`config.mk`:
```
export PLATFORM = sky130hd
export DESIGN_NAME = mesh_config_feeder_flat
export DESIGN_NICKNAME = d
export VERILOG_FILES = /design/src/rtl/mesh_config_feeder_if.sv /design/src/rtl/mesh_config_feeder.sv /design/src/flat_wrapper.sv
export SDC_FILE = /design/constraint.sdc
export NUM_CORES = 1
export LEC_CHECK = 0
export ABC_CLOCK_PERIOD_IN_PS = 2600
export CAP_MARGIN = 10
export CELL_PAD_IN_SITES_DETAIL_PLACEMENT = 0
export CELL_PAD_IN_SITES_GLOBAL_PLACEMENT = 1
export CORE_ASPECT_RATIO = 0.75
export CORE_UTILIZATION = 50
export DETAILED_ROUTE_END_ITERATION = 8
export GPL_ROUTABILITY_DRIVEN = 0
export PLACE_DENSITY = 0.87
export SLEW_MARGIN = 15
export SYNTH_ARGS = -nofsm -noshare
export SYNTH_HDL_FRONTEND = slang
export SYNTH_SLANG_ARGS = --single-unit
```
`constraint.sdc`:
```
create_clock -name clock -period 2.6 [get_ports clock]
set_input_delay 0.39 -clock clock [delete_from_list [all_inputs] [get_ports clock]]
set_output_delay 0.39 -clock clock [all_outputs]
set_load 0.005 [all_outputs]
```
`src/rtl/mesh_config_feeder_if.sv`:
```
// Host-load and mesh-configure signal bundle for mesh_config_feeder.
// master = host/mesh side, slave = the feeder itself.
interface mesh_config_feeder_if #(
  parameter int unsigned CFG_W = 11
);
  logic             load_valid;
  logic [1:0]       load_proc;
  logic [CFG_W-1:0] load_word;
  logic             load_ready;
  logic [3:0]       processor_ready_signals;
  logic [CFG_W-1:0] p0_configure;
  logic [CFG_W-1:0] p1_configure;
  logic [CFG_W-1:0] p2_configure;
  logic [CFG_W-1:0] p3_configure;
  logic [3:0]       issue;
  logic [3:0]       fifo_empty;

  modport master (
    output load_valid, load_proc, load_word, processor_ready_signals,
    input  load_ready, p0_configure, p1_configure, p2_configure, p3_configure,
           issue, fifo_empty
  );

  modport slave (
    input  load_valid, load_proc, load_word, processor_ready_signals,
    output load_ready, p0_configure, p1_configure, p2_configure, p3_configure,
           issue, fifo_empty
  );
endinterface

```
`src/rtl/mesh_config_feeder.sv`:
```
// Per-processor configure-word FIFOs feeding the 2x2 mesh, paced by processor ready.
// Optional per-port issue counters are enabled by MESH_CFG_FEEDER_STATS_EN.
module mesh_config_feeder #(
  parameter int unsigned CFG_W = 11,
  parameter int unsigned DEPTH = 4
) (
  input  logic                  clock,
  input  logic                  reset,
  mesh_config_feeder_if.slave   bus
`ifdef MESH_CFG_FEEDER_STATS_EN
  ,
  output logic [31:0]           issue_count
`endif
);

  localparam int unsigned AW = $clog2(DEPTH);

  typedef enum logic [1:0] {
    S_IDLE,
    S_HOLD,
    S_BUSY
  } state_t;

  state_t           state_q  [4];
  state_t           state_d  [4];
  logic [AW:0]      wr_ptr_q [4];
  logic [AW:0]      wr_ptr_d [4];
  logic [AW:0]      rd_ptr_q [4];
  logic [AW:0]      rd_ptr_d [4];
  logic [CFG_W-1:0] mem_q    [4][DEPTH];
  logic [CFG_W-1:0] mem_d    [4][DEPTH];
  logic [CFG_W-1:0] cfg_q    [4];
  logic [CFG_W-1:0] cfg_d    [4];
  logic [3:0]       issue_q, issue_d;
  logic [3:0]       empty_q, empty_d;

  logic [3:0]       empty;
  logic [3:0]       full;
  logic             load_ready;
  logic             push;
  logic [3:0]       rdy;

  assign rdy = bus.processor_ready_signals;

  // Wrap bit distinguishes full from empty when the index bits match.
  always_comb begin
    empty = '0;
    full  = '0;
    for (int unsigned i = 0; i < 4; i++) begin
      empty[i] = (wr_ptr_q[i] == rd_ptr_q[i]);
      full[i]  = (wr_ptr_q[i][AW-1:0] == rd_ptr_q[i][AW-1:0]) &&
                 (wr_ptr_q[i][AW] != rd_ptr_q[i][AW]);
    end
  end

  assign load_ready = ~full[bus.load_proc];
  assign push       = bus.load_valid && load_ready;

  always_comb begin
    state_d  = state_q;
    wr_ptr_d = wr_ptr_q;
    rd_ptr_d = rd_ptr_q;
    mem_d    = mem_q;
    cfg_d    = cfg_q;
    issue_d  = '0;
    empty_d  = empty_q;
    for (int unsigned i = 0; i < 4; i++) begin
      if (push && (bus.load_proc == 2'(i))) begin
        mem_d[i][wr_ptr_q[i][AW-1:0]] = bus.load_word;
        wr_ptr_d[i] = wr_ptr_q[i] + 1'b1;
      end
      unique case (state_q[i])
        S_IDLE: begin
          if (!empty[i] && rdy[i]) begin
            cfg_d[i]    = mem_q[i][rd_ptr_q[i][AW-1:0]];
            rd_ptr_d[i] = rd_ptr_q[i] + 1'b1;
            issue_d[i]  = 1'b1;
            state_d[i]  = S_HOLD;
          end
        end
        S_HOLD: begin
          if (!rdy[i]) state_d[i] = S_BUSY;
        end
        S_BUSY: begin
          if (rdy[i]) state_d[i] = S_IDLE;
        end
        default: state_d[i] = S_IDLE;
      endcase
      empty_d[i] = (wr_ptr_d[i] == rd_ptr_d[i]);
    end
  end

  always_ff @(posedge clock or negedge reset) begin
    if (!reset) begin
      for (int unsigned i = 0; i < 4; i++) begin
        state_q[i]  <= S_IDLE;
        wr_ptr_q[i] <= '0;
        rd_ptr_q[i] <= '0;
        cfg_q[i]    <= '0;
        for (int unsigned j = 0; j < DEPTH; j++) begin
          mem_q[i][j] <= '0;
        end
      end
      issue_q <= '0;
      empty_q <= '1;
    end else begin
      state_q  <= state_d;
      wr_ptr_q <= wr_ptr_d;
      rd_ptr_q <= rd_ptr_d;
      mem_q    <= mem_d;
      cfg_q    <= cfg_d;
      issue_q  <= issue_d;
      empty_q  <= empty_d;
    end
  end

  assign bus.load_ready   = load_ready;
  assign bus.p0_configure = cfg_q[0];
  assign bus.p1_configure = cfg_q[1];
  assign bus.p2_configure = cfg_q[2];
  assign bus.p3_configure = cfg_q[3];
  assign bus.issue        = issue_q;
  assign bus.fifo_empty   = empty_q;

`ifdef MESH_CFG_FEEDER_STATS_EN
  logic [7:0] cnt_q [4];
  logic [7:0] cnt_d [4];

  // Counted on the popping edge so each field steps together with its issue pulse.
  always_comb begin
    cnt_d = cnt_q;
    for (int unsigned i = 0; i < 4; i++) begin
      if (issue_d[i] && (cnt_q[i] != 8'hFF)) cnt_d[i] = cnt_q[i] + 8'd1;
    end
  end

  always_ff @(posedge clock or negedge reset) begin
    if (!reset) begin
      for (int unsigned i = 0; i < 4; i++) cnt_q[i] <= '0;
    end else begin
      cnt_q <= cnt_d;
    end
  end

  assign issue_count = {cnt_q[3], cnt_q[2], cnt_q[1], cnt_q[0]};
`endif

endmodule

```
`src/flat_wrapper.sv`:
```
// flat-port wrapper written by rule: the top's interface ports become plain ports
module mesh_config_feeder_flat 
#(
  parameter int unsigned CFG_W = 11,
  parameter int unsigned DEPTH = 4
)
  (clock, reset, bus_load_valid, bus_load_proc, bus_load_word, bus_processor_ready_signals, bus_load_ready, bus_p0_configure, bus_p1_configure, bus_p2_configure, bus_p3_configure, bus_issue, bus_fifo_empty);
  mesh_config_feeder_if #(.CFG_W(CFG_W)) bus_i ();
  input  logic clock;
  input  logic reset;
  input wire logic [$bits(bus_i.load_valid)-1:0] bus_load_valid;
  input wire logic [$bits(bus_i.load_proc)-1:0] bus_load_proc;
  input wire logic [$bits(bus_i.load_word)-1:0] bus_load_word;
  input wire logic [$bits(bus_i.processor_ready_signals)-1:0] bus_processor_ready_signals;
  output wire logic [$bits(bus_i.load_ready)-1:0] bus_load_ready;
  output wire logic [$bits(bus_i.p0_configure)-1:0] bus_p0_configure;
  output wire logic [$bits(bus_i.p1_configure)-1:0] bus_p1_configure;
  output wire logic [$bits(bus_i.p2_configure)-1:0] bus_p2_configure;
  output wire logic [$bits(bus_i.p3_configure)-1:0] bus_p3_configure;
  output wire logic [$bits(bus_i.issue)-1:0] bus_issue;
  output wire logic [$bits(bus_i.fifo_empty)-1:0] bus_fifo_empty;
  assign bus_i.load_valid = bus_load_valid;
  assign bus_i.load_proc = bus_load_proc;
  assign bus_i.load_word = bus_load_word;
  assign bus_i.processor_ready_signals = bus_processor_ready_signals;
  assign bus_load_ready = bus_i.load_ready;
  assign bus_p0_configure = bus_i.p0_configure;
  assign bus_p1_configure = bus_i.p1_configure;
  assign bus_p2_configure = bus_i.p2_configure;
  assign bus_p3_configure = bus_i.p3_configure;
  assign bus_issue = bus_i.issue;
  assign bus_fifo_empty = bus_i.fifo_empty;
  mesh_config_feeder #(.CFG_W(CFG_W), .DEPTH(DEPTH)) u_core (.clock(clock), .reset(reset), .bus(bus_i));
endmodule
```
==> summary.md <==
| Metric | Value |
|---|---|
| Outcome | finished, final reports clean |
| Flop and latch count out of synthesis | 260 |
| Tmin final | ~2.5 ns |
| Buffer depth of the longest clock path | 3 |
| Fraction of layout instances using a drive strength above 1 | 44.9% |
| Critical path required time | approximately 2.2 ns |
| Antenna violations before repair | 0 |
| Maximum net fanout on the critical path | 5 |
| Core area | 0.0232 mm2 |
| Average wire length per cell after detail routing | ~19 um |
| Count of non-filler cells in the finished layout | 1,220 |
| Count of cell types in the netlist | around 60 |
| Total of endpoints with negative setup slack in the final report | 0 |
| Largest net degree at the start of global routing | 73 |
| Cell with the largest stage delay on the worst path | dfrtp_2 |
| Yosys synthesis warning count | 0 |
| Number of violations of the max-capacitance limit | 0 |
| Post-Synthesis Mean Instance Area | between 15 and 20 um2 |
| Leak | 0.00620 uW |
| Post-layout power | between 15,000 and 20,000 uW |
| Cell count after synthesis | between 700 and 800 |
| Clk Latency, worst-skew pair | approximately 0.54 ns |
| Period Utilization, post-route | 96.7% |
| Peak Freq | 0.398 GHz |
| Critical Path Start Type | flip-flop |
| Final-report max-slew violation count | 0 |
| Clock tree from TritonCTS | yes |
| Placed insts | 1,171 |
| Post-route DRC violation count | 0 |
| Overflow left after global routing | 0 |
| Type of the most critical hold path | input pin to async pin |
| Post-Synthesis Cell Area | about 0.012 mm2 |
| Final WL | between 20,000 and 25,000 um |
| Die ar. | 0.0246 mm2 |
| First-pass iteration count of the detailed router | 4 |
| Area added between synthesis and finish | 19.1% |
| Count of port buffers added during placement | slightly above 70 |
| First-pass GRT wire length | 39,100 um |
| Hold Violations, Final | 0 |
| Type of the setup path with the least slack | flip-flop to output pin |
| DIE WIDTH | ~180 um |
| DRT iter0 DRCs | 378 |
| Average vias per placed instance | 5.65 |
| DRT antenna net count | 0 |
| Total clock sinks | 260 |
| Total vias in the final route | slightly below 7k |
| Number of enable flip-flop cells after synthesis | 0 |
| Starting density of the core | about 51% |
| Actual slew at the worst max-slew pin | ~0.66 ns |
| Net switching share of the total power | a little under a third |
| Number of global-route vias before repair | a little over 7k |
| Number of H-tree levels | 1 |
| Detailed placer's ending HPWL | 15,700 um |
| CP peak stage delay | 0.46 ns |
| Switching power | between 5000 and 6000 uW |
| Most used DFF post-synth | dfrtp_1 |
| Slew HR | a little under three fifths |
| Root buf cell | clkbuf_16 |
| Number of nets in the finished design | approximately 940 |
| Die Y-Extent | 136 um |
| Synth async-reset ratio | 100% |
| Maximum clock skew at final layout | 0.0168 ns |
| Unrepaired setup endpoints after global routing | no |
| Series of cell instances along the critical path | xnor2_2 > and2_4 > nand2_1 > mux4_2 > dlygate4sd2_1 |
| FP Rows | 48 |
| Clock transition at the register clock pins on the worst setup and hold paths after CTS | roughly 0.06 ns |
| Count of inserted antenna diode cells | 0 |
| Synthesized net count | around 840 |
| Crit path arrival time | approximately 2.1 ns |
| Internal cell power | roughly 13,000 uW |
| Clock buffers created by TritonCTS | 25 |
| Total GRT Usage | 20.1% |
| Number of ports placed on the die boundary | 73 |
| Power Density | 1340 mW/mm2 |
| Share of power burned in registers | roughly two fifths |
| Share of total power in the clock network | between 20% and 30% |
| Share of the yosys chip area belonging to registers | 54.4% |
| IR Drop Worst-Case VDD | approximately 0.00064 V |
| Part of the power in combinational logic | around 41% |
| Endpoint kind of the worst setup timing path | output pin |
==> per-layer routing <==
metal	track usage, %	vias up	share of wire [%]
li1	-	3105	-
met5	0	-	0
met4	4.27	0	1.7
met3	2.54	29	2.6
met2	30.4	86	45
met1	31.2	3669	51
==> kinds of logic (layout without fill, tap and decap cells) <==
| kind of cell | after synthesis | after routing | share of synthesized area, % |
|---|---|---|---|
| fa+ha+maj | 21 | 21 | 2.18 |
| buf+inv | 65 | 189 | 2.63 |
| mux | 275 | 275 | 30.1 |
| xor+xnor | 39 | 39 | 3.39 |
| simple gates | 88 | 88 | 3.97 |
| flops | 260 | 260 | 54.4 |
| compound gates | 48 | 48 | 3.29 |
==> critical path, delay by kind of cell (launching register included) <==
kind                      cells  cell delay [ns]
DFF                           1             0.46
muxes                         1             0.44
buffers and inverters         1             0.27
and+or+nand+nor               2             0.23
xor gates and xnor gates      1             0.19
==> stage by stage <==
step | setup TNS, ns | utilization, % | setup WS, ns | instance area (um2) | hold slack [ns]
2_1_floorplan | 0 | - | 0.433 | 12000 | 0.0944
3_5_place_dp | -0.0146 | 57.1 | -0.0146 | 13300 | 0.408
5_1_grt | 0 | 61.3 | 0.000892 | 14200 | 0.483
6_report | 0 | 61.3 | 0.0849 | 14200 | 0.423
4_1_cts | 0 | 61.2 | 0.0516 | 14200 | 0.454
3_3_place_gp | 0 | 57.1 | 0.0253 | 13300 | 0.400
==> power groups by stage <==
stage / clock [uW] / combinational (uW) / sequential (uW)
after floorplan: 0 / 5480 / 6960
after global placement: 0 / 7500 / 7200
after detailed placement: 0 / 7700 / 7280
after CTS: 4030 / 7920 / 7240
after global routing: 4180 / 8570 / 7510
final: 3930 / 7880 / 7260
==> synth_stat cells, drive strengths merged (3+ instances only) <==
| cell | instances | area [um2] |
|---|---|---|
| xnor2 | 26 | 284 |
| xor2 | 13 | 121 |
| clkbuf | 17 | 65.1 |
| or3b | 5 | 43.8 |
| nand3 | 5 | 25.0 |
| nor3b | 6 | 45.0 |
| mux2i | 3 | 30.0 |
| inv | 15 | 56.3 |
| o21ai | 10 | 50.0 |
| a21oi | 10 | 61.3 |
| a31oi | 8 | 92.6 |
| mux2 | 227 | 2560 |
| nor2 | 12 | 45.0 |
| dfstp | 4 | 105 |
| nand2 | 33 | 124 |
| buf | 33 | 194 |
| a311o | 3 | 30.0 |
| a2111oi | 3 | 32.5 |
| ha | 20 | 250 |
| and2 | 5 | 31.3 |
| nor3 | 7 | 35.0 |
| dfrtp | 256 | 6410 |
| a211oi | 3 | 22.5 |
| mux4 | 45 | 1010 |
==> state kept, by name, indices dropped and copies added, names as in the netlist <==
name / count
u_core.mem_q: 176
u_core.rd_ptr_q: 12
u_core.wr_ptr_q: 12
u_core.bus.p0_configure: 11
u_core.bus.p1_configure: 11
u_core.bus.p2_configure: 11
u_core.bus.p3_configure: 11
u_core.state_q: 8
u_core.bus.fifo_empty: 4
u_core.bus.issue: 4
==> layout make-up <==
type,count,area [um2]
Clock inverter,12,204
Timing Repair Buffer,130,1210
Fill cell,1755,9000
Clock buffer,32,692
Tap cell,300,375
Sequential cell,260,6520
Multi-Input combinational cell,471,5180
Inverter,15,56.3
==> path summary, 6_finish.rpt <==
check                                               start                  endpoint  slack, ns  cells past startpoint
setup / recovery                      u_core.wr_ptr_q[10]            bus_load_ready       0.08                      5
hold / removal                                      reset        u_core.rd_ptr_q[8]       0.42                      2
setup reg to reg                       u_core.rd_ptr_q[3]  u_core.bus.fifo_empty[2]       0.36                      7
hold reg to reg                         u_core.mem_q[109]         u_core.mem_q[109]       0.50                      1
max in group asynchronous                           reset  u_core.bus.fifo_empty[2]       1.44                      3
min in group clock         bus_processor_ready_signals[0]         u_core.state_q[7]       0.49                      2
==> cell usage in the layout (no fill, tap or decap), drive strengths merged, types with 8 or more instances in the layout <==
cell,Yosys,final
xnor2,26,26
buf,33,58
mux2,227,227
inv,15,16
dfrtp,256,256
mux4,45,45
xor2,13,13
a31oi,8,8
nand2,33,33
clkbuf,17,32
o21ai,10,10
nor2,12,12
a21oi,10,10
clkdlybuf4s50,0,70
ha,20,20
==> repair_timing <==
item                                   in CTS  in global routing
resized for setup                          10                  8
pin swaps                                   4                  0
buffers inserted                            4                  0
hold buffers                                1                  0
setup endpoints to repair                   1                  1
endpoints found under the hold margin      67                  0
Power figures use the tool's default switching activity.
